**src/rtl/fb_scanout_if.sv**
```systemverilog
// fb_scanout_if: framebuffer read port plus pixel stream between scanout and its neighbours.
interface fb_scanout_if #(
  parameter int ADDR_WIDTH = 14,
  parameter int DATA_WIDTH = 20
);
  logic [ADDR_WIDTH-1:0] raddr;
  logic                  re;
  logic [DATA_WIDTH-1:0] rdata;
  logic                  frame_start;
  logic [DATA_WIDTH-1:0] pix_data;
  logic                  pix_valid;
  logic                  pix_ready;
  logic                  pix_sol;
  logic                  pix_eof;
  modport master (
    output raddr, re, frame_start, pix_data, pix_valid, pix_sol, pix_eof,
    input  rdata, pix_ready
  );
  modport slave (
    input  raddr, re, frame_start, pix_data, pix_valid, pix_sol, pix_eof,
    output rdata, pix_ready
  );
endinterface

```
**src/rtl/fb_scanout.sv**
```systemverilog
// fb_scanout: sweeps the display buffer once per frame into a valid/ready pixel stream.
// Reads are credit-limited into a 2-entry output FIFO and never overlap a buffer swap.
module fb_scanout #(
  parameter int ADDR_WIDTH    = 14,
  parameter int DATA_WIDTH    = 20,
  parameter int FRAME_WORDS   = 16384,
  parameter int LINE_WORDS    = 128,
  parameter int VBLANK_CYCLES = 64
) (
  input  logic          sys_clk,
  input  logic          rst,
  fb_scanout_if.master  bus
);
  localparam int VW = VBLANK_CYCLES > 0 ? $clog2(VBLANK_CYCLES + 1) : 1;
  localparam logic [ADDR_WIDTH:0] LAST  = (ADDR_WIDTH + 1)'(FRAME_WORDS - 1);
  localparam logic [ADDR_WIDTH:0] LLAST = (ADDR_WIDTH + 1)'(LINE_WORDS - 1);
  localparam logic [VW-1:0]       VLAST = VW'(VBLANK_CYCLES > 0 ? VBLANK_CYCLES - 1 : 0);

  typedef enum logic [2:0] {IDLE, START, SCAN, DRAIN, VBLANK} state_t;

  state_t                r_state;
  logic [ADDR_WIDTH:0]   r_cnt;
  logic [ADDR_WIDTH:0]   r_line;
  logic [VW-1:0]         r_vcnt;
  logic                  r_fs;
  logic                  r_inflight;
  logic                  r_sol;
  logic                  r_eof;
  logic [DATA_WIDTH+1:0] r_mem [2];
  logic                  r_wptr;
  logic                  r_rptr;
  logic [1:0]            r_occ;
  logic                  w_pop;
  logic                  w_re;
  logic [2:0]            w_level;

  // level counts words that will occupy the FIFO once the in-flight read lands
  assign w_pop   = (r_occ != 2'd0) && bus.pix_ready;
  assign w_level = 3'(r_occ) + 3'(r_inflight) - 3'(w_pop);
  assign w_re    = !rst && (r_state == SCAN) && (w_level < 3'd2);

  always_ff @(posedge sys_clk) begin
    if (rst) begin
      r_state <= IDLE;
      r_fs    <= 1'b0;
      r_cnt   <= '0;
      r_line  <= '0;
      r_vcnt  <= '0;
    end else begin
      r_fs <= 1'b0;
      case (r_state)
        IDLE: begin
          r_state <= START;
          r_fs    <= 1'b1;
        end
        START: begin
          r_state <= SCAN;
          r_cnt   <= '0;
          r_line  <= '0;
        end
        SCAN: if (w_re) begin
          r_cnt  <= r_cnt + 1'b1;
          r_line <= r_line == LLAST ? '0 : r_line + 1'b1;
          if (r_cnt == LAST) r_state <= DRAIN;
        end
        DRAIN: if (r_occ == 2'd0 && !r_inflight) begin
          r_vcnt  <= '0;
          r_state <= VBLANK_CYCLES == 0 ? START : VBLANK;
          r_fs    <= VBLANK_CYCLES == 0;
        end
        VBLANK: if (r_vcnt == VLAST) begin
          r_state <= START;
          r_fs    <= 1'b1;
        end else r_vcnt <= r_vcnt + 1'b1;
        default: r_state <= IDLE;
      endcase
    end
  end

  // tags ride alongside the read so they land in the FIFO with their data
  always_ff @(posedge sys_clk) begin
    if (rst) begin
      r_inflight <= 1'b0;
      r_sol      <= 1'b0;
      r_eof      <= 1'b0;
      r_occ      <= 2'd0;
      r_wptr     <= 1'b0;
      r_rptr     <= 1'b0;
      r_mem[0]   <= '0;
      r_mem[1]   <= '0;
    end else begin
      r_inflight <= w_re;
      if (w_re) begin
        r_sol <= r_line == '0;
        r_eof <= r_cnt == LAST;
      end
      if (r_inflight) begin
        r_mem[r_wptr] <= {bus.rdata, r_sol, r_eof};
        r_wptr        <= ~r_wptr;
      end
      if (w_pop) r_rptr <= ~r_rptr;
      r_occ <= r_occ + 2'(r_inflight) - 2'(w_pop);
    end
  end

  assign bus.raddr       = r_cnt[ADDR_WIDTH-1:0];
  assign bus.re          = w_re;
  assign bus.frame_start = r_fs;
  assign bus.pix_valid   = r_occ != 2'd0;
  assign {bus.pix_data, bus.pix_sol, bus.pix_eof} = r_mem[r_rptr];
endmodule
```
**src/flat_wrapper.sv**
```systemverilog
// flat-port wrapper written by rule: the top's interface ports become plain ports
module fb_scanout_flat 
#(
  parameter int ADDR_WIDTH    = 14,
  parameter int DATA_WIDTH    = 20,
  parameter int FRAME_WORDS   = 16384,
  parameter int LINE_WORDS    = 128,
  parameter int VBLANK_CYCLES = 64
)
  (sys_clk, rst, bus_raddr, bus_re, bus_frame_start, bus_pix_data, bus_pix_valid, bus_pix_sol, bus_pix_eof, bus_rdata, bus_pix_ready);
  fb_scanout_if #(.ADDR_WIDTH(ADDR_WIDTH), .DATA_WIDTH(DATA_WIDTH)) bus_i ();
  input  logic sys_clk;
  input  logic rst;
  output wire logic [$bits(bus_i.raddr)-1:0] bus_raddr;
  output wire logic [$bits(bus_i.re)-1:0] bus_re;
  output wire logic [$bits(bus_i.frame_start)-1:0] bus_frame_start;
  output wire logic [$bits(bus_i.pix_data)-1:0] bus_pix_data;
  output wire logic [$bits(bus_i.pix_valid)-1:0] bus_pix_valid;
  output wire logic [$bits(bus_i.pix_sol)-1:0] bus_pix_sol;
  output wire logic [$bits(bus_i.pix_eof)-1:0] bus_pix_eof;
  input wire logic [$bits(bus_i.rdata)-1:0] bus_rdata;
  input wire logic [$bits(bus_i.pix_ready)-1:0] bus_pix_ready;
  assign bus_raddr = bus_i.raddr;
  assign bus_re = bus_i.re;
  assign bus_frame_start = bus_i.frame_start;
  assign bus_pix_data = bus_i.pix_data;
  assign bus_pix_valid = bus_i.pix_valid;
  assign bus_pix_sol = bus_i.pix_sol;
  assign bus_pix_eof = bus_i.pix_eof;
  assign bus_i.rdata = bus_rdata;
  assign bus_i.pix_ready = bus_pix_ready;
  fb_scanout #(.ADDR_WIDTH(ADDR_WIDTH), .DATA_WIDTH(DATA_WIDTH), .FRAME_WORDS(FRAME_WORDS), .LINE_WORDS(LINE_WORDS), .VBLANK_CYCLES(VBLANK_CYCLES)) u_core (.sys_clk(sys_clk), .rst(rst), .bus(bus_i));
endmodule
```
**config.mk**
```make
export PLATFORM = sky130hd
export DESIGN_NAME = fb_scanout_flat
export DESIGN_NICKNAME = d
export VERILOG_FILES = /design/src/rtl/fb_scanout_if.sv /design/src/rtl/fb_scanout.sv /design/src/flat_wrapper.sv
export SDC_FILE = /design/constraint.sdc
export NUM_CORES = 1
export LEC_CHECK = 0
export CAP_MARGIN = 10
export CELL_PAD_IN_SITES_DETAIL_PLACEMENT = 1
export CELL_PAD_IN_SITES_GLOBAL_PLACEMENT = 1
export CORE_MARGIN = 10
export CORE_UTILIZATION = 46
export CTS_CLUSTER_DIAMETER = 40
export DETAILED_ROUTE_END_ITERATION = 8
export PLACE_DENSITY_LB_ADDON = 0.08
export SLEW_MARGIN = 15
export SYNTH_ARGS = -nofsm -noshare
export SYNTH_HDL_FRONTEND = slang
export SYNTH_SLANG_ARGS = --single-unit
```
**constraint.sdc**
```tcl
create_clock -name sys_clk -period 6.52 [get_ports sys_clk]
set_input_delay 1.304 -clock sys_clk [delete_from_list [all_inputs] [get_ports sys_clk]]
set_output_delay 1.304 -clock sys_clk [all_outputs]
set_load 0.05 [all_outputs]
```
# After elaboration in Yosys (flattened, before gate mapping)
# Memories as Yosys holds them, arrays and structs flattened. A register that Yosys moved wholly into a read port is not among the register bits.
# Cells that the tools add are included.
dict set report classes {
  add_sub_neg 7
  reduce_logical 16
  eq_ne 12
  bitwise_logic 2
  order_cmp 1
  muxes 25
}
# op n
set op_table {}
lappend op_table {{case mux 15 bit (2 select lines)} 2}
lappend op_table {{2-to-1 mux 15 bit} 3}
lappend op_table {{adder 15 x 1 -> 15 bit (second input constant)} 2}
lappend op_table {{2-to-1 mux 22 bit} 1}
lappend op_table {{OR reduction 22 bit} 1}
lappend op_table {{== test 15 x 14 -> 1 bit (second input constant)} 1}
lappend op_table {{== test 15 x 7 -> 1 bit (second input constant)} 1}
lappend op_table {{zero test 15 bit} 1}
lappend op_table {{case mux 3 bit (5 select lines)} 1}
lappend op_table {{2-to-1 mux 7 bit} 2}
lappend op_table {{case mux 7 bit (2 select lines)} 1}
lappend op_table {{2-to-1 mux 3 bit} 4}
lappend op_table {{2-to-1 mux 1 bit} 10}
lappend op_table {{adder 7 x 1 -> 7 bit (second input constant)} 1}
lappend op_table {{== test 7 x 6 -> 1 bit (second input constant)} 1}
lappend op_table {{== test 3 x 2 -> 1 bit (second input constant)} 2}
lappend op_table {{!= test 2 bit (second input constant)} 3}
lappend op_table {{nonzero test 2 bit} 3}
lappend op_table {{logical AND 1 bit} 4}
lappend op_table {{!= test 2 x 1 -> 1 bit (second input constant)} 2}
lappend op_table {{AND reduction 4 bit} 1}
lappend op_table {{adder 2 x 1 -> 3 bit} 1}
lappend op_table {{== test 3 x 1 -> 1 bit (second input constant)} 1}
lappend op_table {{== test 3 bit (second input constant)} 1}
lappend op_table {{11 further kinds} 13}
dict set report word_totals {
  ff_bits 48
  out_inout_bits 39
  mem_bits_rw 44
  mem_count 1
  word_cells 75
  inputBits 23
}
# memory words width read_ports rd_clocked_by_memory_dff write_ports line
set memory_table {}
lappend memory_table {u_core.r_mem 2 22 1 1 2 fb_scanout.sv:29} ;# logic [DATA_WIDTH+1:0] r_mem [2];

# Logic depth before layout (Yosys ltp)
# Gate-level depths: netlist of run 1.
dict set report depth {
  word_depth 7
  depth_mapped 12
  mapped_depth_nobuf 10
}

# Worst setup path after synthesis of run 1
# OpenSTA, ideal clock, no wires.
dict set report synth_path {
  path_type {input port to output port}
  from {input bus_pix_ready}
  to {output bus_re}
  required_ns 5.216
  slack_ns 2.100
  arrival_ns 3.116
  path_stages 8
  path_cell_list {and2_1 -> ha_1 -> inv_1 -> ha_1 -> fa_1 -> xor2_1 -> and3_1 -> buf_2}
}
dict set report synth_between {
  elab_chain_cells 4
}
# item line
set synth_lines {}
lappend synth_lines {{from (decl)} flat_wrapper.sv:22} ;# input wire logic [$bits(bus_i.pix_ready)-1:0] bus_pix_ready;
lappend synth_lines {{logical AND 1 bit} fb_scanout.sv:38} ;# assign w_pop = (r_occ != 2'd0) && bus.pix_ready;
lappend synth_lines {{subtractor 3 x 1 -> 3 bit} fb_scanout.sv:39} ;# assign w_level = 3'(r_occ) + 3'(r_inflight) - 3'(w_pop);
lappend synth_lines {{less-than comparator 3 x 2 -> 1 bit} fb_scanout.sv:40} ;# assign w_re = !rst && (r_state == SCAN) && (w_level < 3'd2);
lappend synth_lines {{logical AND 1 bit} fb_scanout.sv:40}
lappend synth_lines {{to (decl)} flat_wrapper.sv:15} ;# output wire logic [$bits(bus_i.re)-1:0] bus_re;
# Every way passes these cells.

# Worst setup path after layout of run 1
dict set report layout_path {
  from {input bus_pix_ready}
  to {output bus_re}
}
dict set report layout_between {
  elab_chain_cells 4
}
# item line
set layout_lines {}
lappend layout_lines {{logical AND 1 bit} fb_scanout.sv:38}
lappend layout_lines {{named net u_core.w_pop} fb_scanout.sv:33} ;# logic w_pop;
lappend layout_lines {{subtractor 3 x 1 -> 3 bit} fb_scanout.sv:39}
lappend layout_lines {{less-than comparator 3 x 2 -> 1 bit} fb_scanout.sv:40}
lappend layout_lines {{logical AND 1 bit} fb_scanout.sv:40}
# The timed path passes the listed nets, and every way through them passes these cells.

==> results.md, run 1 <==
- Slew HR: 0.316
- Syn Nets: about 460
- Worst endpoint required time: between 5000 and 6000 ps
- Sw Ratio: 0.380
- Cell Pwr Density: roughly 310 nW/µm²
- Synth top area cells: edfxtp_1, dfxtp_1, and2_1
- Sw power: roughly 0.63 mW
- Setup slack, reg-to-reg: just under 3000 ps
- Synth cell types: 52
- Worst min path class: reg2reg
- Core area: just under 10,000 µm²
- #FFs+latches synth: 93
- Crit Path Class: in2out
- Lkg Pwr: ~1.8 nW
- Final setup vio count: 0
- Clock Path Buffers: 2
- Via total after detailed routing: ~3,500
- Die height: ~120 µm
- Total CTS buffers: 9
- Via-to-Cell Ratio: 5.68
- Sum of negative setup slack: 0 ps
- Final WL: around 11,000 µm
- Crit path time final: around 5500 ps
- Routed Antenna Nets: 0
- Status: finished clean
- Slowest cell on crit path: clkdlybuf4s50_1
- Number of DRC markers in iteration 0: between 150 and 200
- GR Util All Layers: 0.155
- Primary FF master, synth: dfxtp_1
- Sink Count: 93
- Layout cell share with drive strength beyond 1: 0.120
- CTS Root Cell: clkbuf_8
- Drt pass-1 iters: 4
- Clock Skew: between 15 and 20 ps
- Drt drc: 0
- GP Congestion: between 0.7 and 0.8
- Layout Utilization: 0.552
- First-pass GRT wire length: 18,200 µm
- Worst Setup End Kind: primary output
- Largest net degree at the start of global routing: 47
- Worst EP arrival: about 4200 ps
- Num ports: between 60 and 70
- Hold Buf Count CTS: 0
- Clk Latency, worst-skew pair: approximately 370 ps
- Vias in the first global route: 3,498
- Cells along the critical path: clkdlybuf4s50_1 > and2_1 > ha_1 > inv_1 > ha_1 > fa_1 > xor2_1 > and3_1 > clkdlybuf4s50_1
- EDFF count, synth: between 40 and 50
- Row count: 36
- # resized after CTS: 0
- Yosys warning count: 0
- Leading cell type in the layout, fill and taps excluded: clkdlybuf4s50_1
- Input/output buffers: around 60
- Critical Path Source Type: primary input
- Register area share after synthesis: 0.507
- H-tree Lvls: 3
- Critical Path Fanout Max: 5
- DIE AREA: roughly 14,000 µm²
- Clock power frac: 0.222
- Max frequency: around 0.18 GHz
- # diodes: 0
- Reg2reg path depth: 11
- Initial antenna violation count: 0
- Area grow syn2layout: 17.7%
- Tcrit/Tclk final: 0.845
- Most frequent cells in the layout: clkdlybuf4s50_1, dfxtp_1, and2_1
- Overflow left after global routing: 0
- Critical Path End: bus_re
- R2R Path Start: u_core.r_occ[1]
- Syn Inst Count: about 430
- Int Power: approximately 1.0 mW
- CP startpoint: bus_pix_ready
- Fillers: between 1,000 and 1,500
- Max Slew Vio Count: 0
- Post-DP HPWL: about 7800 µm
- Syn_area_per_cell: 10.5 µm²
- Clock-pin slew on the worst setup and hold paths: ~90 ps
- FF-to-FF End: u_core.r_line[13]
- Final #Nets: 501
- Worst VDD drop: around 0.21 mV
- Die width: between 100 and 150 µm
- Flop pwr share: 0.428
- Final-report hold violation count: 0
- Starting density of the core: 0.469
- Least-Margin Pin Slew: 1030 ps
- WHS Path Cells: 2
- Slowest stage delay, CP: approximately 830 ps
- MaxCap Viol Count: 0
- Mapped Area: around 4500 µm²
- Wirelength per Cell: 18.4 µm
- Fraction of registers with async set/reset: 0
- Setup Fix Bufs, Post-CTS: 0
- Top cell type's share of synthesized area: 0.291
- CTS tree: done
- Logic gate share of total power: 0.350
- Worst hold margin: about 480 ps
- Leading area contributor after synthesis: edfxtp_1
- RSZ-0062 raised after global routing: false
-- layer usage --
layer,GRT usage,vias up,part of all wire
met4,0.0581,0,0.012
met1,0.192,1706,0.45
met3,0.0246,10,0.041
li1,-,1672,-
met5,0,-,0
met2,0.266,69,0.50
-- kinds of logic (layout without fill, tap and decap cells) --
kind of cell / Yosys count / count (layout) / synth area share
AO/OA/AOI/OAI: 75 / 75 / 0.112
XOR/XNOR: 3 / 3 / 0.00579
adder cells (fa/ha/maj): 7 / 7 / 0.0209
buffers and inverters: 54 / 97 / 0.0584
flip-flops: 93 / 93 / 0.507
multiplexers: 25 / 25 / 0.0612
AND/OR/NAND/NOR: 176 / 176 / 0.235
-- synthesized netlist by cell type (all sizes together), types with 9 or more instances --
cell    number
nand3       19
nor3        10
or4         12
mux2        22
nand2       18
clkbuf      13
buf         26
and3         9
dfxtp       49
a21oi       27
o31ai       13
nand4       10
nor2        12
inv         15
edfxtp      44
and2        46
-- through the flow --
stage          std cells  power (mW)  setup slack [ps]  area [µm²]
5_1_grt              609        1.75               875        5340
6_report             609        1.67              1010        5340
4_1_cts              609        1.69               962        5340
3_3_place_gp         593        1.30              1020        5160
2_1_floorplan        433        1.13              2100        4540
3_5_place_dp         593        1.32               978        5160
-- state kept, by name, summed over array words and instances, names as in the netlist, named ones only --
| register | count |
|---|---|
| u_core.r_wptr | 1 |
| u_core.r_mem | 44 |
| u_core.r_eof | 1 |
| u_core.r_state | 3 |
| u_core.r_vcnt | 7 |
| u_core.r_occ | 2 |
| u_core.r_line | 15 |
| u_core.r_rptr | 1 |
| u_core.r_cnt | 15 |
| u_core.r_inflight | 1 |
| u_core.r_sol | 1 |
| u_core.bus.frame_start | 1 |
-- area by class of cell --
class / count / area (µm²) / share of cell area
flip-flops and latches: 93 / 2300 / 0.431
multi-input cells: 286 / 1980 / 0.371
repair buffers: 66 / 648 / 0.121
well taps: 133 / 166 / 0.0311
clock buffers: 12 / 156 / 0.0293
inverters: 15 / 56.3 / 0.0105
clock inverters: 4 / 30.0 / 0.00562
-- worst min-delay path by stage --
stage                                 from               end  slack (ps)
after floorplan           u_core.r_cnt[14]  u_core.r_cnt[14]         440
after global placement    u_core.r_cnt[14]  u_core.r_cnt[14]         460
after detailed placement      u_core.r_sol      u_core.r_sol         470
after CTS                     u_core.r_sol      u_core.r_sol         480
after global routing          u_core.r_eof      u_core.r_eof         520
final                         u_core.r_sol      u_core.r_sol         480
-- worst max-delay path, delay by kind of cell --
| family | cells | cell delay, ps |
|---|---|---|
| adders and majority gates | 3 | 840 |
| and+or+nand+nor | 2 | 440 |
| xor gates and xnor gates | 1 | 340 |
| buffers and inverters | 3 | 1290 |
-- power by group through the flow --
stage	clock, mW	combinational (mW)	sequential (mW)
2_1_floorplan	0	0.432	0.697
3_3_place_gp	0	0.577	0.725
3_5_place_dp	0	0.589	0.729
4_1_cts	0.381	0.590	0.716
5_1_grt	0.401	0.628	0.724
6_report	0.372	0.585	0.714
(Power assumes the default switching activity.)
==> inputs of run 2 (changes only) <==
--- a/config.mk
+++ b/config.mk
@@ -9,7 +9,7 @@
 export CELL_PAD_IN_SITES_DETAIL_PLACEMENT = 1
 export CELL_PAD_IN_SITES_GLOBAL_PLACEMENT = 1
 export CORE_MARGIN = 10
-export CORE_UTILIZATION = 46
+export CORE_UTILIZATION = 39
 export CTS_CLUSTER_DIAMETER = 40
 export DETAILED_ROUTE_END_ITERATION = 8
 export PLACE_DENSITY_LB_ADDON = 0.08
==> constraint.sdc (replaced) <==
create_clock -name sys_clk -period 5 [get_ports sys_clk]
set_input_delay 1 -clock sys_clk [delete_from_list [all_inputs] [get_ports sys_clk]]
set_output_delay 1 -clock sys_clk [all_outputs]
set_load 0.05 [all_outputs]
==> run 2 against run 1 <==
Cell count increased by 1.5%. Register-to-register slack got worse by 1400 ps. Utilization decreased by 7.4 points. Design area increased by 2.1%. Flip-flop and latch count unchanged. Setup slack got worse by 290 ps. Worst hold slack improved by 1.4 ps. Highest routed layer unchanged. Critical path depth unchanged. Critical path type unchanged. Count of clock-buffer cells in the layout decreased by 1.
==> results.md, run 2 (synthesized netlist as in run 1, its figures left out) <==
- Status: finished clean
- Worst EP arrival: 3280 ps (-930 ps)
- Wirelength per Cell: 18.0 µm (-2.6%)
- Layout cell share with drive strength beyond 1: 0.122 (+0.00236)
- Cells along the critical path: clkdlybuf4s50_1 > and2_1 > ha_1 > inv_1 > ha_1 > fa_1 > xor2_1 > and3_1 > buf_12
- Sink Count: 93 (unchanged)
- Final WL: 11,100 µm (-1.1%)
- H-tree Lvls: 3 (unchanged)
- Largest net degree at the start of global routing: 46 (-2.1%)
- # diodes: 0 (unchanged)
- Num ports: 62 (unchanged)
- Max frequency: 0.234 GHz
- Slowest stage delay, CP: 400 ps (-430 ps)
- Clock Path Buffers: 2 (unchanged)
- Drt pass-1 iters: 4 (unchanged)
- Number of DRC markers in iteration 0: 149 (-10%)
- DIE AREA: 16,400 µm² (+15%)
- Non-filler cells, final: 618 (+1.5%)
- Critical Path Fanout Max: 5 (unchanged)
- Layout Utilization: 0.478 (-0.0739)
- Area occupied by multi-input gates: 1990 µm² (+0.25%)
- Max reg flops: 44 (unchanged)
- Worst path most repeated cell: ha_1
- Sum of negative setup slack: 0 ps (unchanged)
- Worst Hold Launch: u_core.r_sol
- Leading cell type in the layout, fill and taps excluded: clkdlybuf4s50_1
- Die width: 128 µm (+7.2%)
- Setup slack, reg-to-reg: 1520 ps (-1380 ps)
- First-pass GRT wire length: 18,400 µm (+0.83%)
- Most frequent cells in the layout: clkdlybuf4s50_1, dfxtp_1, and2_1
- Final setup vio count: 0 (unchanged)
- Initial antenna violation count: 0 (unchanged)
- R2R Path Start: u_core.r_occ[1]
- Via total after detailed routing: 3,443 (-0.40%)
- Final #Nets: 501 (unchanged)
- Post-DP HPWL: 7710 µm (-0.83%)
- Least-Margin Pin Slew: 1040 ps (+17.8 ps)
- Row count: 39 (+8.3%)
- Design Area, Final: 5460 µm² (+2.1%)
- Die height: 128 µm (+7.2%)
- Clock-pin slew on the worst setup and hold paths: 60 ps (-30 ps)
- Core area: 11,400 µm² (+18%)
- Slowest cell on crit path: clkdlybuf4s50_1
- Hold Buf Count CTS: 0 (unchanged)
- Input/output buffers: 61 (unchanged)
- Max Slew Vio Count: 0 (unchanged)
- FF-to-FF End: u_core.r_line[6]
- Storage cell area: 2300 µm² (unchanged)
- Setup Fix Bufs, Post-CTS: 0 (unchanged)
- MaxCap Viol Count: 0 (unchanged)
- CTS tree: done
- Worst min path class: reg2reg
- RSZ-0062 raised after global routing: false
- Biggest regs: u_core.r_mem: 44 flops, u_core.r_cnt: 15 flops, u_core.r_line: 15 flops
- Worst endpoint required time: 4000 ps (-1220 ps)
- Crit path time final: ~4300 ps
- Placed cell area: 5200 µm² (+0.78%)
- Reg2reg path depth: 11 (unchanged)
- CP bufs+invs: 3 (unchanged)
- Fillers: 1,238 (+16%)
- Biggest register: u_core.r_mem
- Worst Setup End Kind: primary output
- Total CTS buffers: 9 (unchanged)
- Largest delay share family, worst path: adder cells
- Area grow syn2layout: 20.2%
- Drt drc: 0 (unchanged)
- Lkg Pwr: 1.83 nW (+2.5%)
- Overflow left after global routing: 0 (unchanged)
- Hold path endpoint: u_core.r_sol
- # resized after CTS: 0 (unchanged)
- Routed Antenna Nets: 0 (unchanged)
- Worst VDD drop: 0.197 mV (-6.9%)
- Pre-CTS setup slack: 711 ps (-267 ps)
- Vias in the first global route: 3,564 (+1.9%)
- GP Congestion: 0.780 (+0.92%)
- Final-report hold violation count: 0 (unchanged)
- Starting density of the core: 0.398 (-0.0712)
- Cell Pwr Density: 425 nW/µm² (+36%)
- Tcrit/Tclk final: 0.856
- Clk Latency, worst-skew pair: 340 ps (-30 ps)
- WHS Path Cells: 2 (unchanged)
- GR Util All Layers: 0.137 (-0.0179)
- Slew HR: 0.304 (-0.0119)
- Via-to-Cell Ratio: 5.57 (-1.9%)
- Critical Path Source Type: primary input
- Placed Instances: 603 (+1.7%)
- Crit Path Class: in2out
- Setup WS post-layout: 718 ps (-291 ps)
- Clock Skew: 8.42 ps (-7.56 ps)
- CTS Root Cell: clkbuf_16
[run 2: layer usage]
| layer | vias to the layer above | wire (µm) | global-route usage |
|---|---|---|---|
| met1 | 1693 | 5110 | 0.173 |
| li1 | 1677 | - | - |
| met4 | 0 | 199 | 0.0603 |
| met2 | 60 | 5340 | 0.223 |
| met3 | 13 | 451 | 0.0261 |
| met5 | - | 0 | 0 |
[run 2: cell type report]
| class | count | area share |
|---|---|---|
| inverters | 15 | 0.0103 |
| multi-input cells | 286 | 0.365 |
| flip-flops and latches | 93 | 0.422 |
| clock inverters | 4 | 0.00482 |
| well taps | 143 | 0.0328 |
| clock buffers | 11 | 0.0427 |
| repair buffers | 66 | 0.123 |
[run 2: stage by stage]
stage	total power, mW	hold WS, ps
floorplan	1.47	444
global placement	1.72	463
detailed placement	1.74	478
CTS	2.36	489
global route	2.44	507
finish	2.32	482
[run 2: worst max-delay path by stage]
| stage | startpoint | end | slack [ps] | cells after the start |
|---|---|---|---|---|
| 2_1_floorplan | bus_pix_ready | bus_re | 1190 | 8 |
| 3_3_place_gp | bus_pix_ready | bus_re | 780 | 9 |
| 3_5_place_dp | bus_pix_ready | bus_re | 710 | 9 |
| 4_1_cts | bus_pix_ready | bus_re | 690 | 9 |
| 5_1_grt | bus_pix_ready | bus_re | 540 | 9 |
| 6_report | bus_pix_ready | bus_re | 720 | 9 |
[run 2: worst min-delay path, stage by stage, from the launching register on]
cell and delay [ps]:
dfxtp_1 320, nand2b_1 70, a21oi_1 50
[run 2: power breakdown]
group | internal (mW) | switching (mW) | leakage [nW]
clock | 0.333 | 0.278 | 0.122
sequential | 0.863 | 0.0701 | 0.852
combinational | 0.290 | 0.487 | 0.860
total | 1.49 | 0.835 | 1.83
==> inputs of run 3 (changes only) <==
--- a/config.mk
+++ b/config.mk
@@ -10,6 +10,7 @@
 export CELL_PAD_IN_SITES_GLOBAL_PLACEMENT = 1
 export CORE_MARGIN = 10
 export CORE_UTILIZATION = 39
+export CTS_BUF_LIST = sky130_fd_sc_hd__clkbuf_16
 export CTS_CLUSTER_DIAMETER = 40
 export DETAILED_ROUTE_END_ITERATION = 8
 export PLACE_DENSITY_LB_ADDON = 0.08
==> run 3 against run 2 <==
Flip-flop and latch count stayed put. Clock skew hardly changed. Worst hold slack hardly changed. Largest power group unchanged. Maximum frequency stayed put. Design area stayed put. Non-clock buffer count stayed put. Combinational power hardly changed.
==> results.md, run 3 (synthesized netlist as in run 1, its figures left out) <==
- RSZ-0062 raised after global routing: false
- Crit Path Class: in2out
- Worst VDD drop: 0.197 mV (about the same)
- Wirelength per Cell: 18.0 µm (about the same)
- Storage cell area: 2300 µm² (unchanged)
- Worst endpoint required time: 4000 ps (about the same)
- FF-to-FF End: u_core.r_line[6]
- Number of DRC markers in iteration 0: 149 (unchanged)
- Final Power: 2.32 mW (-0.16%)
- Worst hold margin: 482 ps (-0.00100 ps)
- Layout cell share with drive strength beyond 1: 0.122 (unchanged)
- Clock Skew: 8.92 ps (+0.499 ps)
- Area occupied by multi-input gates: 1990 µm² (unchanged)
- Most frequent cells in the layout: clkdlybuf4s50_1, dfxtp_1, and2_1
- Critical Path Source Type: primary input
- Clock Path Buffers: 2 (unchanged)
- First-pass GRT wire length: 18,400 µm (unchanged)
- # diodes: 0 (unchanged)
- Routed Antenna Nets: 0 (unchanged)
- Setup Fix Bufs, Post-CTS: 0 (unchanged)
- Drt drc: 0 (unchanged)
- Max Slew Vio Count: 0 (unchanged)
- Least-Margin Pin Slew: 1040 ps (unchanged)
- Setup slack, reg-to-reg: 1520 ps (about the same)
- Cell Pwr Density: 425 nW/µm² (-0.16%)
- Final WL: 11,100 µm (about the same)
- Max frequency: 0.234 GHz (unchanged)
- R2R Path Start: u_core.r_occ[1]
- Clk Latency, worst-skew pair: 340 ps (about the same)
- Tcrit/Tclk final: 0.856 (unchanged)
- Drt pass-1 iters: 4 (unchanged)
- Final setup vio count: 0 (unchanged)
- Worst Hold Launch: u_core.r_sol
- Row count: 39 (unchanged)
- # resized after CTS: 0 (unchanged)
- Via total after detailed routing: 3,443 (unchanged)
- Sum of negative setup slack: 0 ps (unchanged)
- Worst Setup End Kind: primary output
- Starting density of the core: 0.398 (unchanged)
- Crit path time final: 4280 ps (unchanged)
- Worst min path class: reg2reg
- Via-to-Cell Ratio: 5.57 (unchanged)
- Slew HR: 0.304 (unchanged)
- Biggest regs: u_core.r_mem: 44 flops, u_core.r_cnt: 15 flops, u_core.r_line: 15 flops
- Critical Path Fanout Max: 5 (unchanged)
- Clock-pin slew on the worst setup and hold paths: 60 ps (about the same)
- Sink Count: 93 (unchanged)
- Lkg Pwr: 1.84 nW (+0.45%)
- Die height: 128 µm (unchanged)
- Total CTS buffers: 9 (unchanged)
- MaxCap Viol Count: 0 (unchanged)
- Biggest register: u_core.r_mem
- H-tree Lvls: 3 (unchanged)
- CTS tree: done
- GP Congestion: 0.780 (unchanged)
- Leading cell type in the layout, fill and taps excluded: clkdlybuf4s50_1
- Overflow left after global routing: 0 (unchanged)
- Hold Buf Count CTS: 0 (unchanged)
- Area grow syn2layout: 20.2% (unchanged)
- Die width: 128 µm (unchanged)
- Final-report hold violation count: 0 (unchanged)
- Input/output buffers: 61 (unchanged)
- Critical Path End: bus_re
- Max reg flops: 44 (unchanged)
- Largest net degree at the start of global routing: 46 (unchanged)
- Vias in the first global route: 3,564 (unchanged)
- Fillers: 1,238 (unchanged)
- Final #Nets: 501 (unchanged)
- Initial antenna violation count: 0 (unchanged)
- Num ports: 62 (unchanged)
- Core area: 11,400 µm² (unchanged)
- Post-DP HPWL: 7710 µm (unchanged)
- GR Util All Layers: 0.137 (unchanged)
- CTS Root Cell: clkbuf_16
- Reg2reg path depth: 11 (unchanged)
- DIE AREA: 16,400 µm² (unchanged)
- CP startpoint: bus_pix_ready
- Status: finished clean
- Worst EP arrival: 3280 ps (about the same)
[run 3: per-layer routing]
metal,track usage,part of all wire
met5,0,0
met4,0.0603,0.018
met3,0.0261,0.041
met2,0.223,0.48
met1,0.173,0.46
[run 3: worst min-delay path by stage]
stage                            end  cells past startpoint
floorplan           u_core.r_cnt[14]                      2
global placement    u_core.r_cnt[14]                      2
detailed placement  u_core.r_vcnt[6]                      2
CTS                 u_core.r_cnt[14]                      2
global route        u_core.r_vcnt[5]                      1
finish                  u_core.r_sol                      2
[run 3: final cells by class]
type                    count  share of cell area
clock buffers               9              0.0413
clock inverters             6             0.00619
inverters                  15              0.0103
multi-input cells         286               0.365
flip-flops and latches     93               0.422
well taps                 143              0.0328
repair buffers             66               0.123
[run 3: per-stage QoR]
stage / instances / setup slack (ps) / cell area (µm²) / utilization
floorplan: 433 / 1190 / 4540 / -
finish: 618 / 718 / 5460 / 0.478
detailed placement: 603 / 711 / 5200 / 0.455
global route: 618 / 536 / 5460 / 0.478
global placement: 603 / 776 / 5200 / 0.455
CTS: 618 / 686 / 5460 / 0.478
[run 3: critical path, stage by stage]
cell	delay, ps
clkdlybuf4s50_1	400
and2_1	160
ha_1	280
inv_1	40
ha_1	190
fa_1	400
xor2_1	340
and3_1	310
buf_12	160
[run 3: report_power, final]
group | total [mW] | switching, mW | internal (mW) | leakage [nW]
combinational | 0.778 | 0.487 | 0.290 | 0.860
clock | 0.607 | 0.278 | 0.329 | 0.130
sequential | 0.933 | 0.0701 | 0.863 | 0.852
